[src/rtl/feature_row_fetch_pkg.sv]
// Shared network parameter header for the feature-row fetch path.
// Holds the network-wide defaults (Tn, KERNEL_SIZE), the feature-buffer
// row-address width default and the fetch FSM state encoding.
// Optional feature macro used by the fetch block: ROW_FETCH_ERR_CHECK_EN.

`ifndef Tn
`define Tn 16
`endif

`ifndef KERNEL_SIZE
`define KERNEL_SIZE 11
`endif

package feature_row_fetch_pkg;

   localparam int unsigned TN_DEFAULT          = `Tn;
   localparam int unsigned KERNEL_SIZE_DEFAULT = `KERNEL_SIZE;
   localparam int unsigned ADDR_WIDTH_DEFAULT  = 10;

   localparam int unsigned CFG_WIDTH    = 8;
   localparam int unsigned STRIDE_WIDTH = 4;

   typedef enum logic [2:0] {
      ST_IDLE    = 3'd0,
      ST_ISSUE   = 3'd1,
      ST_DRAIN   = 3'd2,
      ST_PRESENT = 3'd3,
      ST_FINISH  = 3'd4
   } fetch_state_t;

   // Rows pushed for a later window: only the rows not already held over.
   function automatic logic [CFG_WIDTH-1:0] later_rows(input logic [CFG_WIDTH-1:0]    k,
                                                       input logic [STRIDE_WIDTH-1:0] s);
      logic [CFG_WIDTH-1:0] s_w;
      s_w = CFG_WIDTH'(s);
      return (s_w < k) ? s_w : k;
   endfunction

endpackage

[src/rtl/feature_row_fetch_row_counter.sv]
// Reusable row/window counter for the feature-row fetch block.
// Ports: clk, rst (sync active-high); clr restarts both counts; row_step_en
// adds row_step to row_idx (wraps modulo 2^ADDR_WIDTH); win_inc bumps win_idx.
// clr and a step in the same cycle yield the step applied from zero.

module feature_row_fetch_row_counter #(
   parameter int unsigned ADDR_WIDTH = 10,
   parameter int unsigned WIN_WIDTH  = 8
) (
   input  logic                  clk,
   input  logic                  rst,
   input  logic                  clr,
   input  logic                  row_step_en,
   input  logic [ADDR_WIDTH-1:0] row_step,
   input  logic                  win_inc,
   output logic [ADDR_WIDTH-1:0] row_idx,
   output logic [WIN_WIDTH-1:0]  win_idx
);

   // Counter state; clear and step may coincide on job launch.
   always_ff @(posedge clk) begin
      if (rst) begin
         row_idx <= '0;
         win_idx <= '0;
      end else begin
         row_idx <= (clr ? '0 : row_idx) + (row_step_en ? row_step : '0);
         win_idx <= (clr ? '0 : win_idx) + WIN_WIDTH'(win_inc);
      end
   end

endmodule

[src/rtl/feature_row_fetch.sv]
// Feature-row fetch controller: streams K-row windows from the feature buffer
// into the vertical register, waits for the shifts to land, presents each
// window to the consumer and repeats for R output rows.
// Ports: clk, rst (sync active-high); start + job config (kernel_size,
// stride, fm_rows, buf_sel, row_base_addr); vreg_enable/vreg_in_select/
// rd_addr row pushes; shift_done back-pressure; window_valid/window_ack
// handshake; busy, done, err status.
// Macro ROW_FETCH_ERR_CHECK_EN: reject illegal K/S with err instead of clamping.

module feature_row_fetch
   import feature_row_fetch_pkg::*;
#(
   parameter int unsigned Tn          = TN_DEFAULT,
   parameter int unsigned KERNEL_SIZE = KERNEL_SIZE_DEFAULT,
   parameter int unsigned ADDR_WIDTH  = ADDR_WIDTH_DEFAULT
) (
   input  logic                    clk,
   input  logic                    rst,
   input  logic                    start,
   input  logic [CFG_WIDTH-1:0]    kernel_size,
   input  logic [STRIDE_WIDTH-1:0] stride,
   input  logic [CFG_WIDTH-1:0]    fm_rows,
   input  logic                    buf_sel,
   input  logic [ADDR_WIDTH-1:0]   row_base_addr,
   output logic                    vreg_enable,
   output logic                    vreg_in_select,
   output logic [ADDR_WIDTH-1:0]   rd_addr,
   input  logic                    shift_done,
   output logic                    window_valid,
   input  logic                    window_ack,
   output logic                    busy,
   output logic                    done,
   output logic                    err
);

   // Row fetch is channel-agnostic; Tn is carried for a uniform network interface.
   if (Tn == 0) begin : g_tn_unsupported
   end

   fetch_state_t              state_q;
   logic [CFG_WIDTH-1:0]      k_q;
   logic [STRIDE_WIDTH-1:0]   s_q;
   logic [CFG_WIDTH-1:0]      r_q;
   logic [CFG_WIDTH-1:0]      n_q;
   logic [CFG_WIDTH-1:0]      iss_cnt_q;
   logic [CFG_WIDTH-1:0]      sd_cnt_q;
   logic [ADDR_WIDTH-1:0]     base_q;

   logic [CFG_WIDTH-1:0]      k_eff;
   logic [STRIDE_WIDTH-1:0]   s_eff;
   logic                      cfg_bad;
   logic [ADDR_WIDTH-1:0]     skip;
   logic [CFG_WIDTH:0]        sd_total;
   logic                      last_win;

   logic                      cnt_clr;
   logic                      row_step_en;
   logic [ADDR_WIDTH-1:0]     row_step;
   logic                      win_inc;
   logic [ADDR_WIDTH-1:0]     row_idx;
   logic [CFG_WIDTH-1:0]      win_idx;

`ifdef ROW_FETCH_ERR_CHECK_EN
   assign cfg_bad = (kernel_size == '0) || (kernel_size > CFG_WIDTH'(KERNEL_SIZE)) ||
                    (stride == '0);
   assign k_eff   = kernel_size;
   assign s_eff   = stride;
`else
   assign cfg_bad = 1'b0;
   assign k_eff   = (kernel_size == '0) ? CFG_WIDTH'(1) :
                    (kernel_size > CFG_WIDTH'(KERNEL_SIZE)) ? CFG_WIDTH'(KERNEL_SIZE) :
                    kernel_size;
   assign s_eff   = (stride == '0) ? STRIDE_WIDTH'(1) : stride;
   assign err     = 1'b0;
`endif

   // Rows between the end of one window's rows and the start of the next (S>K only).
   assign skip     = (CFG_WIDTH'(s_q) > k_q) ? ADDR_WIDTH'(CFG_WIDTH'(s_q) - k_q) : '0;
   assign sd_total = {1'b0, sd_cnt_q} + (CFG_WIDTH+1)'(shift_done);
   assign last_win = (win_idx == (r_q - CFG_WIDTH'(1)));

   // Counter controls track the same transitions the FSM takes below.
   always_comb begin
      cnt_clr     = 1'b0;
      row_step_en = 1'b0;
      row_step    = '0;
      win_inc     = 1'b0;
      case (state_q)
         ST_IDLE: begin
            if (start) begin
               cnt_clr = 1'b1;
               if (!cfg_bad && (fm_rows != '0)) begin
                  row_step_en = 1'b1;
                  row_step    = ADDR_WIDTH'(1);
               end
            end
         end
         ST_ISSUE: begin
            if (iss_cnt_q != n_q) begin
               row_step_en = 1'b1;
               row_step    = ADDR_WIDTH'(1);
            end
         end
         ST_PRESENT: begin
            if (window_ack) begin
               win_inc = 1'b1;
               if (!last_win) begin
                  row_step_en = 1'b1;
                  row_step    = skip + ADDR_WIDTH'(1);
               end
            end
         end
         default: ;
      endcase
   end

   feature_row_fetch_row_counter #(
      .ADDR_WIDTH (ADDR_WIDTH),
      .WIN_WIDTH  (CFG_WIDTH)
   ) row_counter (
      .clk         (clk),
      .rst         (rst),
      .clr         (cnt_clr),
      .row_step_en (row_step_en),
      .row_step    (row_step),
      .win_inc     (win_inc),
      .row_idx     (row_idx),
      .win_idx     (win_idx)
   );

   // Fetch FSM with registered outputs.
   always_ff @(posedge clk) begin
      if (rst) begin
         state_q        <= ST_IDLE;
         k_q            <= '0;
         s_q            <= '0;
         r_q            <= '0;
         n_q            <= '0;
         iss_cnt_q      <= '0;
         sd_cnt_q       <= '0;
         base_q         <= '0;
         vreg_enable    <= 1'b0;
         vreg_in_select <= 1'b0;
         rd_addr        <= '0;
         window_valid   <= 1'b0;
         busy           <= 1'b0;
         done           <= 1'b0;
`ifdef ROW_FETCH_ERR_CHECK_EN
         err            <= 1'b0;
`endif
      end else begin
         case (state_q)
            ST_IDLE: begin
               if (start) begin
                  k_q            <= k_eff;
                  s_q            <= s_eff;
                  r_q            <= fm_rows;
                  n_q            <= k_eff;
                  base_q         <= row_base_addr;
                  vreg_in_select <= buf_sel;
                  iss_cnt_q      <= CFG_WIDTH'(1);
                  sd_cnt_q       <= '0;
                  busy           <= 1'b1;
`ifdef ROW_FETCH_ERR_CHECK_EN
                  err            <= cfg_bad;
`endif
                  if (cfg_bad || (fm_rows == '0)) begin
                     state_q <= ST_FINISH;
                     done    <= 1'b1;
                  end else begin
                     state_q     <= ST_ISSUE;
                     vreg_enable <= 1'b1;
                     rd_addr     <= row_base_addr;
                  end
               end
            end
            ST_ISSUE: begin
               // Shifts from early rows can complete while later rows still issue.
               sd_cnt_q <= CFG_WIDTH'(sd_total);
               if (iss_cnt_q == n_q) begin
                  vreg_enable <= 1'b0;
                  state_q     <= ST_DRAIN;
               end else begin
                  rd_addr   <= base_q + row_idx;
                  iss_cnt_q <= iss_cnt_q + CFG_WIDTH'(1);
               end
            end
            ST_DRAIN: begin
               sd_cnt_q <= CFG_WIDTH'(sd_total);
               if (sd_total >= {1'b0, n_q}) begin
                  state_q      <= ST_PRESENT;
                  window_valid <= 1'b1;
               end
            end
            ST_PRESENT: begin
               if (window_ack) begin
                  window_valid <= 1'b0;
                  if (last_win) begin
                     state_q <= ST_FINISH;
                     done    <= 1'b1;
                  end else begin
                     state_q     <= ST_ISSUE;
                     vreg_enable <= 1'b1;
                     rd_addr     <= base_q + row_idx + skip;
                     n_q         <= later_rows(k_q, s_q);
                     iss_cnt_q   <= CFG_WIDTH'(1);
                     sd_cnt_q    <= '0;
                  end
               end
            end
            ST_FINISH: begin
               done           <= 1'b0;
               busy           <= 1'b0;
               vreg_in_select <= 1'b0;
               state_q        <= ST_IDLE;
            end
            default: state_q <= ST_IDLE;
         endcase
      end
   end

endmodule

[config.mk]
export PLATFORM = sky130hd
export DESIGN_NAME = feature_row_fetch
export DESIGN_NICKNAME = d
export VERILOG_FILES = /design/src/rtl/feature_row_fetch_pkg.sv /design/src/rtl/feature_row_fetch_row_counter.sv /design/src/rtl/feature_row_fetch.sv
export SDC_FILE = /design/constraint.sdc
export NUM_CORES = 1
export LEC_CHECK = 0
export CORE_MARGIN = 2
export CORE_UTILIZATION = 58
export DETAILED_ROUTE_END_ITERATION = 7
export PLACE_DENSITY = 0.8
export SYNTH_ARGS = -nofsm -noshare
export SYNTH_HDL_FRONTEND = slang
export SYNTH_SLANG_ARGS = --single-unit
[constraint.sdc]
create_clock -name clk -period 5.1 [get_ports clk]
set_input_delay 0.765 -clock clk [delete_from_list [all_inputs] [get_ports clk]]
set_output_delay 0.765 -clock clk [all_outputs]
set_load 0.01 [all_outputs]
==> qor.csv <==
stage,metric,value,unit
worst_setup_path,startpoint_type,flip-flop,
route,dr.pass1.iters,5,
synthesis,ys_ff_latch,90,
cts,postCtsSetupBuffers,0,
synthesis,yosysWarnings,0,
synthesis,ys.flop_type,dfxtp_1,
route,via_per_inst,5.86,
floorplan,die_width,103,um
timing,worst_pin_slew,1.18,ns
timing,setup_violations,0,
timing,skew,0.0191,ns
cts,cts_buffer_depth,2,
timing,relSlewSlack,21.3,%
synthesis,syn_inst,700,
finish,top_regs,"base_q x10, rd_addr x10, row_counter.row_idx x10",
cts,clk_pin_slew,0.09,ns
finish,area_growth,13.8,%
min_path,hold_path_class,reg -> reg,
worst_setup_path,crit_required,5.31,ns
synthesis,yosysSeqAreaShare,31.9,%
run,drv_cap,0,
placed_design,dp_hpwl,10.4,mm
worst_setup_path,path_max_fanout,7,
floorplan,core,0.00959,mm2
worst_setup_path,worstSetupPathType,reg -> reg,
placed_design,gp_congestion,0.869,
cts,clkLatencyLatePin,0.37,ns
floorplan,num_rows,36,
timing,hold_viol,0,
placed_design,dpl_cell_area,0.00624,mm2
global_routing,grt_pass1_vias,5016,
worst_setup_path,cp.arrival,4.43,ns
route,drcViolationCount,0,
placed_design,portBuffers,50,
power_and_ir_drop,irDropWorstVdd,0.000275,V
finish,finalNetCount,825,
cts,cts_buffers,9,
global_routing,grt_pass1_wl,23.0,mm
cts,ctsHoldBuffers,0,
outcome,outcome,"complete, no violations",
finish,diodes,0,
synthesis,synth_edf_count,0,
route,vias,5143,
cts,clock_tree.root_cell,clkbuf_8,
synthesis,netlist_area,0.00565,mm2
power_and_ir_drop,finalPower,2.78,mW
timing,timing.final.ws_setup,0.884,ns
floorplan,ioPinCount,52,
global_routing,grtUsageTotal,27.5,%
timing,max_freq,237,MHz
route,drtIter0Drc,168,
timing,drv_slew,0,
floorplan,initial_utilization,58.9,%
power_and_ir_drop,p_leak,2.73,nW
synthesis,ys_types,59,
timing,tns,0,ns
route,drt-wirelength-per-cell,15.9,um
route,ant_nets,0,
finish,finish.instance_area,0.00643,mm2
global_routing,overflow,0,
synthesis,synth_area_per_cell,8.07,um2
timing,rsz0062_at_grt,no,
cts,ctsResizeCount,0,
global_routing,grt_max_degree,73,
cts,htreeDepth,3,
cts,clock-sinks,90,
finish,drive_gt1_share,4.17,%
power_and_ir_drop,power.density,432,mW/mm2
timing,fin_crit_sh,82.7,%
route,wirelength,13.9,mm
finish,fillCellCount,791,
floorplan,dieArea,0.0106,mm2
synthesis,synthArstFlopShare,0,%
floorplan,die_h,103,um
cts,cts_tree,yes,
timing,period_needed,4.22,ns
worst_setup_path,cp-end-kind,flip-flop,
global_routing,antenna_found_initial,0,
placed_design,pre_cts_ws,0.990,ns
## where the power goes
part	switching, mW	internal, mW
registers	0.115	0.827
clock network	0.263	0.228
logic	0.783	0.564
total	1.16	1.62
## cells in the final DEF (no fill, tap or decap), types with 7 or more instances in the layout
cell	netlist	final
dfxtp_1	90	90
clkbuf_8	0	9
nor3_1	17	17
or3_1	9	9
mux2i_1	11	11
nor2_1	69	69
o21ai_0	25	25
nand3_1	20	20
clkdlybuf4s50_1	0	49
inv_1	25	25
nor2b_1	10	10
nand2_1	80	80
a311oi_1	7	7
a21oi_1	64	64
a21o_1	13	13
xnor2_1	30	30
a211oi_1	18	18
xor2_1	26	26
and2_1	14	14
ha_1	46	46
and3_1	17	17
## Yosys cell counts, types with 9 or more instances
master | count | area, um2
ha_1 | 46 | 576
mux2i_1 | 11 | 110
xnor2_1 | 30 | 263
nand2_1 | 80 | 300
a211oi_1 | 18 | 135
xor2_1 | 26 | 228
a21oi_1 | 64 | 320
a21o_1 | 13 | 97.6
o21ai_0 | 25 | 125
nor3_1 | 17 | 85.1
clkbuf_1 | 26 | 97.6
or3_1 | 9 | 56.3
nor2_1 | 69 | 259
and2_1 | 14 | 87.6
nand3_1 | 20 | 100
and3_1 | 17 | 106
inv_1 | 25 | 93.8
nor2b_1 | 10 | 62.6
dfxtp_1 | 90 | 1800
## kinds of logic after synthesis
| kind of cell | synth area share, % |
|---|---|
| AND/OR/NAND/NOR | 23.0 |
| flip-flops | 31.9 |
| AO/OA/AOI/OAI | 18.2 |
| XOR/XNOR | 9.08 |
| buffers and inverters | 3.98 |
| multiplexers | 2.15 |
| other | 0.0664 |
| adder cells (fa/ha/maj) | 11.6 |
## path summary, 6_finish.rpt
path	slack (ns)	from	end	cells past startpoint
setup / recovery	0.88	k_q[1]	row_counter.row_idx[8]	18
hold / removal	0.46	rd_addr[1]	rd_addr[1]	2
setup reg to reg	0.88	k_q[1]	row_counter.row_idx[8]	18
hold reg to reg	0.46	rd_addr[1]	rd_addr[1]	2
## cell type report
cell class / instances / area (um2) / area share, %
tap: 133 / 166 / 2.59
clock inverter: 6 / 67.6 / 1.05
sequential: 90 / 1800 / 28.0
multi-input combinational: 557 / 3640 / 56.6
inverter: 26 / 97.6 / 1.52
clock buffer: 10 / 128 / 1.98
timing repair buffer: 55 / 533 / 8.28
## routing by layer
| metal | up-vias | track usage (%) | wire length, um |
|---|---|---|---|
| met5 | - | 0 | 0 |
| met4 | 0 | 10.3 | 267 |
| met3 | 25 | 3.93 | 660 |
| met2 | 128 | 48.8 | 7110 |
| met1 | 2456 | 33.8 | 5900 |
| li1 | 2534 | - | - |
## worst max-delay path, stage by stage, from the launching register on
cell	delay (ns)
dfxtp_1	0.35
inv_1	0.08
ha_1	0.31
nor2b_1	0.13
o21ai_0	0.10
a21oi_1	0.30
o21a_1	0.34
and3_1	0.31
ha_1	0.26
and2_1	0.17
fa_1	0.47
a21o_1	0.18
a21oi_1	0.21
o21bai_1	0.09
a21oi_1	0.23
o21ai_0	0.11
a21oi_1	0.18
xor2_1	0.19
nor2_1	0.06
## stage by stage
stage          instances  util (%)  hold slack (ns)
6_report             877      67.1            0.458
5_1_grt              877      67.1            0.481
4_1_cts              877      67.1            0.463
3_5_place_dp         861      65.0            0.449
3_3_place_gp         861      65.0            0.441
2_1_floorplan        704         -            0.441
(Power assumes the default switching activity.)
==> RTL edit 1, RTL diff (same settings) <==
Change the package constant `ADDR_WIDTH_DEFAULT` from 10 to 11.
--- a/src/rtl/feature_row_fetch_pkg.sv
+++ b/src/rtl/feature_row_fetch_pkg.sv
@@ -15,7 +15,7 @@
 
    localparam int unsigned TN_DEFAULT          = `Tn;
    localparam int unsigned KERNEL_SIZE_DEFAULT = `KERNEL_SIZE;
-   localparam int unsigned ADDR_WIDTH_DEFAULT  = 10;
+   localparam int unsigned ADDR_WIDTH_DEFAULT  = 11;
 
    localparam int unsigned CFG_WIDTH    = 8;
    localparam int unsigned STRIDE_WIDTH = 4;
Interface: changed (resized rd_addr and row_base_addr); port bits go from 52 to 54. No check against the original RTL was run, so the function may have changed too.
==> RTL edit 1 against the original RTL <==
- wire length rose by 4.7%
- sequential cell count is 3 higher
- setup slack lost 0.12 ns
- sequential share of layout area down 0.73 points
- via count increased by 6.0%
- final area rose by 6.1%
- total power decreased by 7.9%
- area after synthesis grew 7.0%
- synthesized cell count rose by 5.6%
- combinational power fell by 10%
==> RTL edit 1: results (changes against the original RTL) <==
| Metric | Value |
|---|---|
| Placed cells | `909 (was 861)` |
| P_leak | `2.77 nW (was 2.73 nW)` |
| Synth Area in Compound Gates | `20.3% (was 18.2%)` |
| Adder-cell share of the synthesized area | `11.5% (was 11.6%)` |
| DR iter-0 viols | `295 (was 168)` |
| Max-slew headroom | `43.8% (was 21.3%)` |
| Clock transition at path regs | `0.10 ns` |
| Sequential power share | `35.5% (was 33.9%)` |
| Detailed Place HPWL | `11.0 mm (was 10.4 mm)` |
| Vias/cell | `5.90 (was 5.86)` |
| Outcome | `finished, final reports clean (unchanged)` |
| Met3 Usage GRT | `4.11% (was 3.93%)` |
| Total CTS buffers | `9 (unchanged)` |
| Logic power comb | `1.21 mW (was 1.35 mW)` |
| Share of layout cells above drive strength 1 | `3.93% (was 4.17%)` |
| Setup crit end | `row_counter.row_idx[10] (was row_counter.row_idx[8])` |
| Residual DRC count | `0 (unchanged)` |
| Minimum clock period | `4.34 ns (was 4.22 ns)` |
| Worst path arrival time | `4.59 ns (was 4.43 ns)` |
| GR Util met1 | `33.5% (was 33.8%)` |
| Post-synthesis xor/xnor area fraction | `8.54% (was 9.08%)` |
| Dpl ws | `0.669 ns (was 0.990 ns)` |
| WL final | `14.6 mm (was 13.9 mm)` |
| Global placement routability congestion | `0.908 (was 0.869)` |
| Worst Reg-to-Reg Cells | `19 (was 18)` |
| Most frequent cells after synthesis | `dfxtp_1, nor2_1, nand2_1, a21oi_1, ha_1 (was dfxtp_1, nand2_1, nor2_1, a21oi_1, ha_1)` |
| Router iterations before antenna repair | `4 (was 5)` |
| Fin Clk Skew | `0.0146 ns (was 0.0191 ns)` |
| Peak supply drop | `0.216 mV (was 0.275 mV)` |
| Nets | `874 (was 825)` |
| Worst hold endpoint | `base_q[0] (was rd_addr[1])` |
| Avg Cell Area, Syn | `8.19 µm² (was 8.07 µm²)` |
| Post-CTS setup buffer count | `0 (unchanged)` |
| Largest net degree at the start of global routing | `60 (was 73)` |
| FF-to-FF setup slack | `0.76 ns (was 0.88 ns)` |
| Number of global-route vias before repair | `5381 (was 5016)` |
| Worst skew pair latency | `0.39 ns (was 0.37 ns)` |
| Seq/Total Area, Yosys | `30.8% (was 31.9%)` |
| IO buf count | `52 (was 50)` |
| Int Power | `1.51 mW (was 1.62 mW)` |
| Global Route Usage Sum | `27.2% (was 27.5%)` |
| WHS Path Cells | `2 (unchanged)` |
| Top Registers | `base_q (11), rd_addr (11), row_counter.row_idx (11) (was base_q (10), rd_addr (10), row_counter.row_idx (10))` |
| Mux cell area share after synthesis | `3.16% (was 2.15%)` |
| Leading post-synthesis cells by cell area | `dfxtp_1, ha_1, xnor2_1 (was dfxtp_1, ha_1, a21oi_1)` |
| Crit path max fanout | `6 (was 7)` |
RTL edit 1: cell type report:
| type | instances | area (µm²) |
|---|---|---|
| clock buffer | 11 | 131 |
| tap | 136 | 170 |
| inverter | 26 | 97.6 |
| clock inverter | 4 | 26.3 |
| sequential | 93 | 1860 |
| fill | 888 | 3400 |
| multi-input combinational | 595 | 3970 |
| timing repair buffer | 59 | 568 |
RTL edit 1: cells by family (layout without fill, tap and decap cells):
| group | after synthesis | in the layout |
|---|---|---|
| adders and majority gates | 53 | 53 |
| and+or+nand+nor | 273 | 273 |
| other | 1 | 5 |
| DFF | 93 | 93 |
| AOI/OAI and AO/OA | 186 | 186 |
| buffers and inverters | 55 | 100 |
| xor gates and xnor gates | 59 | 59 |
| muxes | 19 | 19 |
RTL edit 1: metal layers:
layer  wire length (µm)  vias to the layer above
met3                508                       25
met5                  0                        -
met2               7220                      125
met4                319                        0
li1                   -                     2720
met1               6540                     2582
RTL edit 1: critical path, cell delays in order, from the launching register on:
cell and delay (ns):
dfxtp_1 0.41, inv_1 0.06, ha_1 0.30, nor2b_1 0.15, o31a_1 0.29, o21ai_1 0.52, nand2b_1 0.26, nor2_1 0.12
ha_1 0.22, inv_1 0.06, nor2_1 0.04, a21oi_1 0.15, nor2_1 0.06, ha_1 0.25, or4_1 0.53, o21bai_1 0.22
o21ai_0 0.15, xnor2_1 0.20, xnor2_1 0.15, nor2_1 0.06
RTL edit 1: through the flow:
step	instance area, µm²	hold WS [ns]	total power [mW]
finish	6830	0.471	2.56
CTS	6830	0.471	2.55
global route	6830	0.491	2.74
global placement	6670	0.440	2.07
floorplan	6060	0.429	1.79
detailed placement	6670	0.452	2.11
==> RTL edit 2, RTL diff (same flow settings) <==
Made on the original files. Re-encode `fetch_state_t` (5 states) as Gray code, 3 bits wide.
--- a/src/rtl/feature_row_fetch_pkg.sv
+++ b/src/rtl/feature_row_fetch_pkg.sv
@@ -21,11 +21,11 @@
    localparam int unsigned STRIDE_WIDTH = 4;
 
    typedef enum logic [2:0] {
-      ST_IDLE    = 3'd0,
-      ST_ISSUE   = 3'd1,
-      ST_DRAIN   = 3'd2,
-      ST_PRESENT = 3'd3,
-      ST_FINISH  = 3'd4
+      ST_IDLE    = 3'b000,
+      ST_ISSUE   = 3'b001,
+      ST_DRAIN   = 3'b011,
+      ST_PRESENT = 3'b010,
+      ST_FINISH  = 3'b110
    } fetch_state_t;
 
    // Rows pushed for a later window: only the rows not already held over.
Behaviour: no difference found for any inputs over 4 cycles, from zero or initial values and one cycle with rst high; so few cycles prove little.
==> RTL edit 2 against the original RTL <==
- worst hold slack better by 0.0081 ns
- setup slack better by 0.011 ns
- sequential power is 14% lower
- via count is 0.51% lower
- sequential cell count stayed put
- wire length is 0.83% higher
- final area is 2.2% higher
- sequential share of layout area is 0.60 points lower
- area after synthesis is 1.4% higher
- critical path depth stayed put
- total power is 26% lower
- largest power group is now sequential cells
==> RTL edit 2: results (changes against the original RTL) <==
| Metric | Value |
|---|---|
| Outcome | `finished, final reports clean (unchanged)` |
| Seq/Total Area, Yosys | `31.4% (was 31.9%)` |
| Leading post-synthesis cells by cell area | `dfxtp_1, ha_1, xor2_1 (was dfxtp_1, ha_1, a21oi_1)` |
| Adder-cell share of the synthesized area | `11.4% (was 11.6%)` |
| Int Power | `1.34 mW (was 1.62 mW)` |
| Crit path max fanout | `13 (was 7)` |
| Router iterations before antenna repair | `4 (was 5)` |
| H-tree Lvls | `3 (unchanged)` |
| First-pass GRT wire length | `22.7 mm (was 23.0 mm)` |
| Via count | `5117 (was 5143)` |
| Critical-path top delay cell | `dfxtp_1 (was fa_1)` |
| Worst-Margin Slew | `0.832 ns (was 1.18 ns)` |
| WL final | `14.0 mm (was 13.9 mm)` |
| Clk network pwr share | `27.2% (was 17.6%)` |
| Worst hold endpoint | `base_q[7] (was rd_addr[1])` |
| P_leak | `2.81 nW (was 2.73 nW)` |
| Avg Cell Area, Syn | `8.22 µm² (was 8.07 µm²)` |
| Global placement routability congestion | `0.921 (was 0.869)` |
| Vias/cell | `5.81 (was 5.86)` |
| Post-synth cell types | `65 (was 59)` |
| Mux cell area share after synthesis | `0.895% (was 2.15%)` |
| CP max stage delay | `0.45 ns (was 0.47 ns)` |
| Number of global-route vias before repair | `4958 (was 5016)` |
| Nets | `828 (was 825)` |
| Sequential power share | `39.6% (was 33.9%)` |
| Crit Reg-Reg Startpoint | `r_q[0] (was k_q[1])` |
| Largest net degree at the start of global routing | `71 (was 73)` |
| Detailed Place HPWL | `10.4 mm (about the same)` |
| Synth Area in Compound Gates | `20.5% (was 18.2%)` |
-- RTL edit 2: cell types whose count changed in the layout (fill, tap and decap cells not counted), sizes merged, moves of 6 or more --
cell,before,now
or3,9,3
o21ai,26,18
a21oi,65,55
xor2,26,39
a22oi,4,10
xnor2,30,22
a311oi,7,13
nand2,80,73
a211oi,18,11
mux2i,11,4
nand2b,6,12
nor2,70,78
-- RTL edit 2: stage by stage --
step                      power (mW)  hold slack, ns  instance area (µm²)  setup WS, ns  utilization, %
after floorplan                 1.29           0.441                 5750          1.32               -
after global placement          1.46           0.451                 6350         0.889            65.6
after detailed placement        1.49           0.451                 6350         0.798            65.6
after CTS                       2.05           0.465                 6580         0.912            67.9
after global routing            2.16           0.490                 6580         0.610            67.9
final                           2.05           0.466                 6580         0.894            67.9
-- RTL edit 2: layer usage --
| layer | GRT usage, % | wire, µm | part of all wire (%) |
|---|---|---|---|
| met4 | 11.3 | 314 | 2.2 |
| met5 | 0 | 0 | 0 |
| met3 | 4.97 | 657 | 4.7 |
| met2 | 47.1 | 6990 | 50 |
| met1 | 33.0 | 6080 | 43 |
-- RTL edit 2: area by class of cell --
| type | instances | area (µm²) |
|---|---|---|
| tap | 133 | 166 |
| timing repair buffer | 59 | 563 |
| clock buffer | 9 | 124 |
| sequential | 90 | 1800 |
| fill | 812 | 3110 |
| inverter | 28 | 105 |
| clock inverter | 7 | 101 |
| multi-input combinational | 554 | 3710 |
-- RTL edit 2: cell families after synthesis --
group,Yosys count
AO/OA/AOI/OAI,169
XOR/XNOR,61
adder cells (fa/ha/maj),50
buffers and inverters,57
flip-flops,90
multiplexers,5
other,1
AND/OR/NAND/NOR,264
